[src/rtl/evm_div_pkg.sv]
// +--------------------------------------------------------------------+
// | evm_div_pkg                                                        |
// | Shared constants and scheduler state encoding for vote_share_*.    |
// | Rev 1.0                                                            |
// +--------------------------------------------------------------------+
`default_nettype none

package evm_div_pkg;

    localparam int PCT_SCALE      = 100;
    localparam int PCT_MAX        = 100;
    localparam int NUM_EXTRA_BITS = 7;

    typedef enum logic [2:0] {
        S_IDLE = 3'd0,
        S_LOAD = 3'd1,
        S_DIV  = 3'd2,
        S_EMIT = 3'd3,
        S_DONE = 3'd4
    } sched_state_t;

endpackage

`default_nettype wire

[src/rtl/seq_divider.sv]
// +--------------------------------------------------------------------+
// | seq_divider                                                        |
// | Restoring divider, one quotient bit per clock; load does bit one.  |
// | Rev 1.0                                                            |
// +--------------------------------------------------------------------+
`default_nettype none

module seq_divider #(
    parameter int NW    = 14,
    parameter int WIDTH = 7
) (
    input  logic             clk,
    input  logic             rst_n,
    input  logic             load,
    input  logic [NW-1:0]    dividend,
    input  logic [WIDTH-1:0] divisor,
    output logic             busy,
    output logic             q_valid,
    output logic [NW-1:0]    quotient
);

    localparam int CW = $clog2(NW + 1);

    logic [WIDTH-1:0] r_rem;
    logic [NW-1:0]    r_quot;
    logic [WIDTH-1:0] r_dsr;
    logic [CW-1:0]    r_cnt;
    logic             r_q_valid;

    logic [WIDTH-1:0] w_rem_in;
    logic [NW-1:0]    w_q_in;
    logic [WIDTH-1:0] w_dsr;
    logic [WIDTH:0]   w_shift;
    logic [WIDTH:0]   w_rem_nxt;
    logic [NW-1:0]    w_q_nxt;

    // The first iteration runs on the load edge so the result lands NW edges later.
    always_comb begin
        w_rem_in = load ? '0 : r_rem;
        w_q_in   = load ? dividend : r_quot;
        w_dsr    = load ? divisor : r_dsr;
        w_shift  = {w_rem_in, w_q_in[NW-1]};
        if (w_shift >= {1'b0, w_dsr}) begin
            w_rem_nxt = w_shift - {1'b0, w_dsr};
            w_q_nxt   = {w_q_in[NW-2:0], 1'b1};
        end else begin
            w_rem_nxt = w_shift;
            w_q_nxt   = {w_q_in[NW-2:0], 1'b0};
        end
    end

    always_ff @(posedge clk or negedge rst_n) begin
        if (!rst_n) begin
            r_rem     <= '0;
            r_quot    <= '0;
            r_dsr     <= '0;
            r_cnt     <= '0;
            r_q_valid <= 1'b0;
        end else if (load) begin
            r_rem     <= WIDTH'(w_rem_nxt);
            r_quot    <= w_q_nxt;
            r_dsr     <= divisor;
            r_cnt     <= CW'(NW - 1);
            r_q_valid <= 1'b0;
        end else if (r_cnt != '0) begin
            r_rem     <= WIDTH'(w_rem_nxt);
            r_quot    <= w_q_nxt;
            r_cnt     <= r_cnt - 1'b1;
            r_q_valid <= (r_cnt == CW'(1));
        end else begin
            r_q_valid <= 1'b0;
        end
    end

    assign busy     = (r_cnt != '0);
    assign q_valid  = r_q_valid;
    assign quotient = r_quot;

endmodule

`default_nettype wire

[src/rtl/vote_share_scheduler.sv]
// +--------------------------------------------------------------------+
// | vote_share_scheduler                                               |
// | Sweeps one shared divider over all tallies; VOTE_ROUND_EN rounds.  |
// | Rev 1.0                                                            |
// +--------------------------------------------------------------------+
`default_nettype none

module vote_share_scheduler
    import evm_div_pkg::*;
#(
    parameter int NUM_CAND = 4,
    parameter int WIDTH    = 7,
    parameter int IDXW     = (NUM_CAND > 1) ? $clog2(NUM_CAND) : 1
) (
    input  logic                      clk,
    input  logic                      rst_n,
    input  logic                      start,
    input  logic [NUM_CAND*WIDTH-1:0] tally_flat,
    input  logic [WIDTH-1:0]          total,
    input  logic                      pct_ready,
    output logic                      busy,
    output logic                      pct_valid,
    output logic [IDXW-1:0]           pct_idx,
    output logic [WIDTH-1:0]          pct_out,
    output logic                      done,
    output logic                      div_by_zero
);

    localparam int              NW       = WIDTH + NUM_EXTRA_BITS;
    localparam logic [IDXW-1:0] LAST_IDX = IDXW'(NUM_CAND - 1);

    sched_state_t     r_state;
    sched_state_t     w_state_nxt;
    logic [WIDTH-1:0] r_tally [NUM_CAND];
    logic [WIDTH-1:0] r_total;
    logic [IDXW-1:0]  r_idx;
    logic [WIDTH-1:0] r_pct;
    logic             r_dbz;

    logic             w_zero_total;
    logic             w_load;
    logic             w_div_busy;
    logic             w_div_qv;
    logic [NW-1:0]    w_num;
    logic [NW-1:0]    w_quot;
    logic [WIDTH-1:0] w_pct_sat;

    assign w_zero_total = (r_total == '0);

`ifdef VOTE_ROUND_EN
    assign w_num = NW'(r_tally[r_idx]) * NW'(PCT_SCALE) + NW'(r_total >> 1);
`else
    assign w_num = NW'(r_tally[r_idx]) * NW'(PCT_SCALE);
`endif

    // Quotient exceeds 100 only when a tally is larger than the total.
    assign w_pct_sat = (w_quot > NW'(PCT_MAX)) ? WIDTH'(PCT_MAX) : WIDTH'(w_quot);

    seq_divider #(
        .NW    (NW),
        .WIDTH (WIDTH)
    ) u_div (
        .clk      (clk),
        .rst_n    (rst_n),
        .load     (w_load),
        .dividend (w_num),
        .divisor  (r_total),
        .busy     (w_div_busy),
        .q_valid  (w_div_qv),
        .quotient (w_quot)
    );

    always_comb begin
        w_state_nxt = r_state;
        w_load      = 1'b0;
        case (r_state)
            S_IDLE: if (start) w_state_nxt = S_LOAD;
            S_LOAD: begin
                if (w_zero_total) begin
                    w_state_nxt = S_EMIT;
                end else begin
                    w_load      = 1'b1;
                    w_state_nxt = S_DIV;
                end
            end
            S_DIV:  if (w_div_qv && !w_div_busy) w_state_nxt = S_EMIT;
            S_EMIT: if (pct_ready) w_state_nxt = (r_idx == LAST_IDX) ? S_DONE : S_LOAD;
            S_DONE: w_state_nxt = S_IDLE;
            default: w_state_nxt = S_IDLE;
        endcase
    end

    always_ff @(posedge clk or negedge rst_n) begin
        if (!rst_n) begin
            r_state <= S_IDLE;
        end else begin
            r_state <= w_state_nxt;
        end
    end

    always_ff @(posedge clk or negedge rst_n) begin
        if (!rst_n) begin
            for (int i = 0; i < NUM_CAND; i++) r_tally[i] <= '0;
            r_total <= '0;
            r_idx   <= '0;
            r_pct   <= '0;
            r_dbz   <= 1'b0;
        end else begin
            case (r_state)
                S_IDLE: begin
                    if (start) begin
                        for (int i = 0; i < NUM_CAND; i++) r_tally[i] <= tally_flat[i*WIDTH +: WIDTH];
                        r_total <= total;
                        r_idx   <= '0;
                        r_dbz   <= 1'b0;
                    end
                end
                S_LOAD: begin
                    if (w_zero_total) begin
                        r_dbz <= 1'b1;
                        r_pct <= '0;
                    end
                end
                S_DIV:  if (w_div_qv) r_pct <= w_pct_sat;
                S_EMIT: if (pct_ready && r_idx != LAST_IDX) r_idx <= r_idx + 1'b1;
                default: ;
            endcase
        end
    end

    assign busy        = (r_state != S_IDLE);
    assign pct_valid   = (r_state == S_EMIT);
    assign done        = (r_state == S_DONE);
    assign pct_idx     = r_idx;
    assign pct_out     = r_pct;
    assign div_by_zero = r_dbz;

endmodule

`default_nettype wire

[config.mk]
export PLATFORM = sky130hd
export DESIGN_NAME = vote_share_scheduler
export DESIGN_NICKNAME = d
export VERILOG_FILES = /design/src/rtl/evm_div_pkg.sv /design/src/rtl/seq_divider.sv /design/src/rtl/vote_share_scheduler.sv
export SDC_FILE = /design/constraint.sdc
export NUM_CORES = 1
export LEC_CHECK = 0
export ABC_AREA = 1
export CORE_MARGIN = 3
export CORE_UTILIZATION = 56
export DETAILED_ROUTE_END_ITERATION = 16
export GPL_TIMING_DRIVEN = 0
export PLACE_DENSITY = 0.79
export RECOVER_POWER = 50
export SYNTH_ARGS = -nofsm -noshare
export SYNTH_HDL_FRONTEND = slang
export SYNTH_SLANG_ARGS = --single-unit
[constraint.sdc]
create_clock -name clk -period 6.4 [get_ports clk]
set_input_delay 1.28 -clock clk [delete_from_list [all_inputs] [get_ports clk]]
set_output_delay 1.28 -clock clk [all_outputs]
set_load 0.02 [all_outputs]
==> impl_summary.md <==
Placement
The number of placed instances, taps included, is approximately 690. The placer congestion estimate is around 0.85. The wire-length estimate of the detail-placed layout is roughly 7.8 mm. During placement, the flow inserted port buffers numbering 51.

Finish
The repair_antennas step left the layout with diodes totalling 0. The storage element area is 2030 sq um. Counting the fill cells in the layout gives between 700 and 800. The final layout contains a little under 700 nets. In the final layout, the multi-input gates occupy ~2300 sq um. The final cell utilization of the core is around two thirds. The finished layout holds approximately 710 standard cells, fillers aside.

Cells with a size suffix above 1 make up between 10 and 15% of the layout. The layout overhead on the synthesized area is 17.7%.

Critical path
The slowest stage of the critical path belongs to the cell fa_1. For the worst setup path, the data arrival time is about 5400 ps. The critical path contains buffers and inverters numbering 4 combined.

The worst setup path is captured at a flop. The worst reg2reg path startpoint is pct_idx[0]. In this run the register-to-register setup slack is ~1300 ps.

In this run the worst path has a maximum fanout of 10. The stage delay of the slowest cell on the critical path is roughly 470 ps. The endpoint identified for the worst register-to-register timing path is u_div.r_rem[3].

Among cell families on the critical path, the largest total delay comes from adder cells. Data on the critical path is required at its endpoint by 6650 ps. The category of the most critical setup path is reg -> reg. The startpoint class of the critical path is a flop. The most used cell along the critical path is nand2_1. Counting cells, the worst reg-to-reg path comes to 26.

Drt
In this run the remaining antenna-violating nets after routing total 0. The final routed DRC violation total is 0. The first routing iteration left 201 violations.

The routed layout has just under 4,000 vias. Before antenna repair, the detailed router went through 5 iterations. The mean number of vias per cell is 5.44. The detailed-route wire length is 10.4 mm. Dividing the detail-routed wire length by the instance count gives about 15 um.

Global routing
The global-route wire length before repair is approximately 18 mm. The number of global-route vias before repair is 3,900. Global routing used a little under a quarter of the available tracks. The initial antenna violation count is 0. Entering global routing, the biggest net connects 60 pins.

The total overflow reported by the global router is 0.

Timing
Timing would allow up to 0.195 GHz. The setup TNS is 0 ps. Setup repair after global routing left no endpoint under its margin. The worst path needs 5130 ps of the cycle, external delays included.

The final count of pins violating max slew is 60. The final clock period utilization by the worst path is roughly four fifths. The final setup skew is roughly 12 ps. Setup violations remaining at the end of the flow were counted as 0.

The worst pin sits at a relative slew slack of -112%. The number of failing hold endpoints at the final stage is 0. For the pin with the worst max-slew slack, the measured transition is between 3000 and 4000 ps.

Synth
The cell count after synthesis is 535. The number of nets in the synthesized netlist is 612. During synthesis, Yosys emitted a total of 0 warnings. The synthesized flop and latch total is ~80. In this run the mean area of a mapped cell was ~9.0 sq um. Synthesis instantiated 46 different standard cells from the library. The synthesized netlist occupies a cell area of 4790 sq um. The part of the Yosys area used for sequential elements is ~42%.

Outcome
The final reports fail on max-capacitance violations, max-slew violations. The flow ran to the end, but the final reports show violations.

Die
From left edge to right edge, the die measures just under 100 um. The row count is 33. The core region is 8260 sq um. During I/O placement, the number of pins put on the boundary was 52. The initial core utilization is 58.0%. The die covers between 9000 and 10,000 sq um. Measured along the y axis, the die boundary spans 98.5 um.

Clock network
TritonCTS built the clock tree. Clock-pin slew was measured on the worst setup and hold paths at 90 ps. The clock insertion delay at the later pin of the skew report is 350 ps. Clock tree synthesis inserted a total of 9 buffers. The count of H-tree levels built during CTS is 3. The master cell of the clock root buffer is clkbuf_8.

Once the clock tree was built, the resizer swapped 0 gates to a different size. The CTS sink count is 81. In this run the deepest clock path goes through 2 buffers. The number of setup buffers added after CTS is 0.

The number of hold buffers added after cts is 0.

Hold path
The path with the worst hold slack has its endpoint at u_div.r_rem[4]. The path class of the lowest-slack min-delay path is reg -> reg. The launch point of the worst hold path is u_div.r_rem[4]. The number of cells on the worst hold path is 2.

Run
The tool flagged a number of max-cap violations equal to 1.
metrics by stage:
stage                     setup WS, ps  hold WS (ps)  area (sq um)
after detailed placement          1370           471          5460
after global placement            1210           463          5430
after CTS                         1310           493          5680
final                             1270           487          5640
after floorplan                   1860           449          4790
after global routing               804           517          5640
cells in the mapped netlist (all sizes together):
library cell  count  share of area, %
a211oi            1              0.16
a21boi            1              0.16
a21o              1              0.16
a21oi            18               2.2
a32oi             1              0.18
and3              1              0.13
buf              14               2.1
clkbuf            2              0.18
dfrtp            81                42
fa                3               1.3
ha               35               9.1
inv              79               6.2
mux2             25               5.9
nand2           109               9.0
nand3            35               4.0
nand3b            2              0.31
nand4            10               1.3
nor2             33               4.6
nor3              4              0.42
nor4              1              0.13
o211ai            8               1.6
o21ai            50               5.3
o21bai            1              0.16
o22ai             9               1.3
o31ai             2              0.31
or2               2              0.26
xnor2             1              0.18
xor2              6               1.1
how the worst max path moves through the flow:
stage / start / endpoint / cells past startpoint
global route: pct_idx[0] / u_div.r_rem[3] / 26
finish: pct_idx[0] / u_div.r_rem[3] / 26
detailed placement: pct_idx[0] / u_div.r_rem[3] / 26
floorplan: pct_idx[0] / u_div.r_rem[2] / 26
global placement: rst_n / r_total[5] / 1
CTS: pct_idx[0] / u_div.r_rem[3] / 26
layer usage:
metal	vias to the layer above	global-route usage [%]	routed length [um]
met1	1827	31.2	4710
met4	0	8.51	267
met3	25	3.82	501
met2	106	37.1	4960
met5	-	0	0
li1	1897	-	-
sequential cells by signal, summed over array words and instances, names as in the netlist, 2 cells and up:
signal          count
pct_idx             2
pct_out             7
r_state             3
r_tally            28
r_total             7
u_div.quotient     14
u_div.r_cnt         4
u_div.r_dsr         7
u_div.r_rem         7
final cells by class:
cell class	count	share of cell area (%)
multi-input combinational	359	41.5
sequential	81	36.0
inverter	79	5.26
clock buffer	10	2.44
timing repair buffer	52	9.01
buffer	16	1.93
clock inverter	6	1.60
tap	105	2.33
worst reg2reg max path, stage by stage, from the launching register on:
cell and delay, ps:
dfrtp_1 430, buf_2 220, clkbuf_1 360, o21ai_0 180
o22ai_1 340, ha_1 300, ha_1 330, fa_1 470
ha_1 360, a21oi_1 140, nand2_1 120, nand3_1 110
nand3b_1 80, nand3_1 90, nand2_1 70, inv_1 50
ha_1 130, inv_1 70, fa_1 420, nand2_1 110
nand3_1 80, nand2_2 170, nand3_4 130, nand2_1 100
nand2_1 60, nand2_1 50, nand2_1 40
cell usage in the layout, fill, tap and decap left out, types with 3 or more instances in the layout:
cell | Yosys | final
mux2_2 | 25 | 25
buf_2 | 8 | 8
ha_1 | 35 | 35
inv_1 | 75 | 75
nor3_1 | 4 | 4
fa_1 | 3 | 3
nor2_1 | 21 | 22
o21ai_0 | 38 | 42
nor2_4 | 8 | 7
nand3_1 | 33 | 33
xor2_1 | 6 | 6
clkbuf_8 | 0 | 10
o211ai_1 | 5 | 5
inv_2 | 4 | 4
o21ai_1 | 11 | 7
dfrtp_1 | 81 | 81
o22ai_1 | 8 | 8
a21oi_1 | 16 | 17
nand4_1 | 10 | 10
clkbuf_1 | 1 | 3
o211ai_2 | 3 | 3
clkdlybuf4s50_1 | 0 | 50
nand2_1 | 105 | 105
buf_6 | 4 | 4
logic make-up after synthesis:
kind of cell	share of synthesized area, %
buffers and inverters	8.46
AOI/OAI and AO/OA	11.5
adders and majority gates	10.4
muxes	5.88
DFF	42.3
and+or+nand+nor	20.2
xor gates and xnor gates	1.28
Power is left out: the tool's default activity adds up to more than one toggle a clock period on the data nets, which glitch-free logic cannot reach.
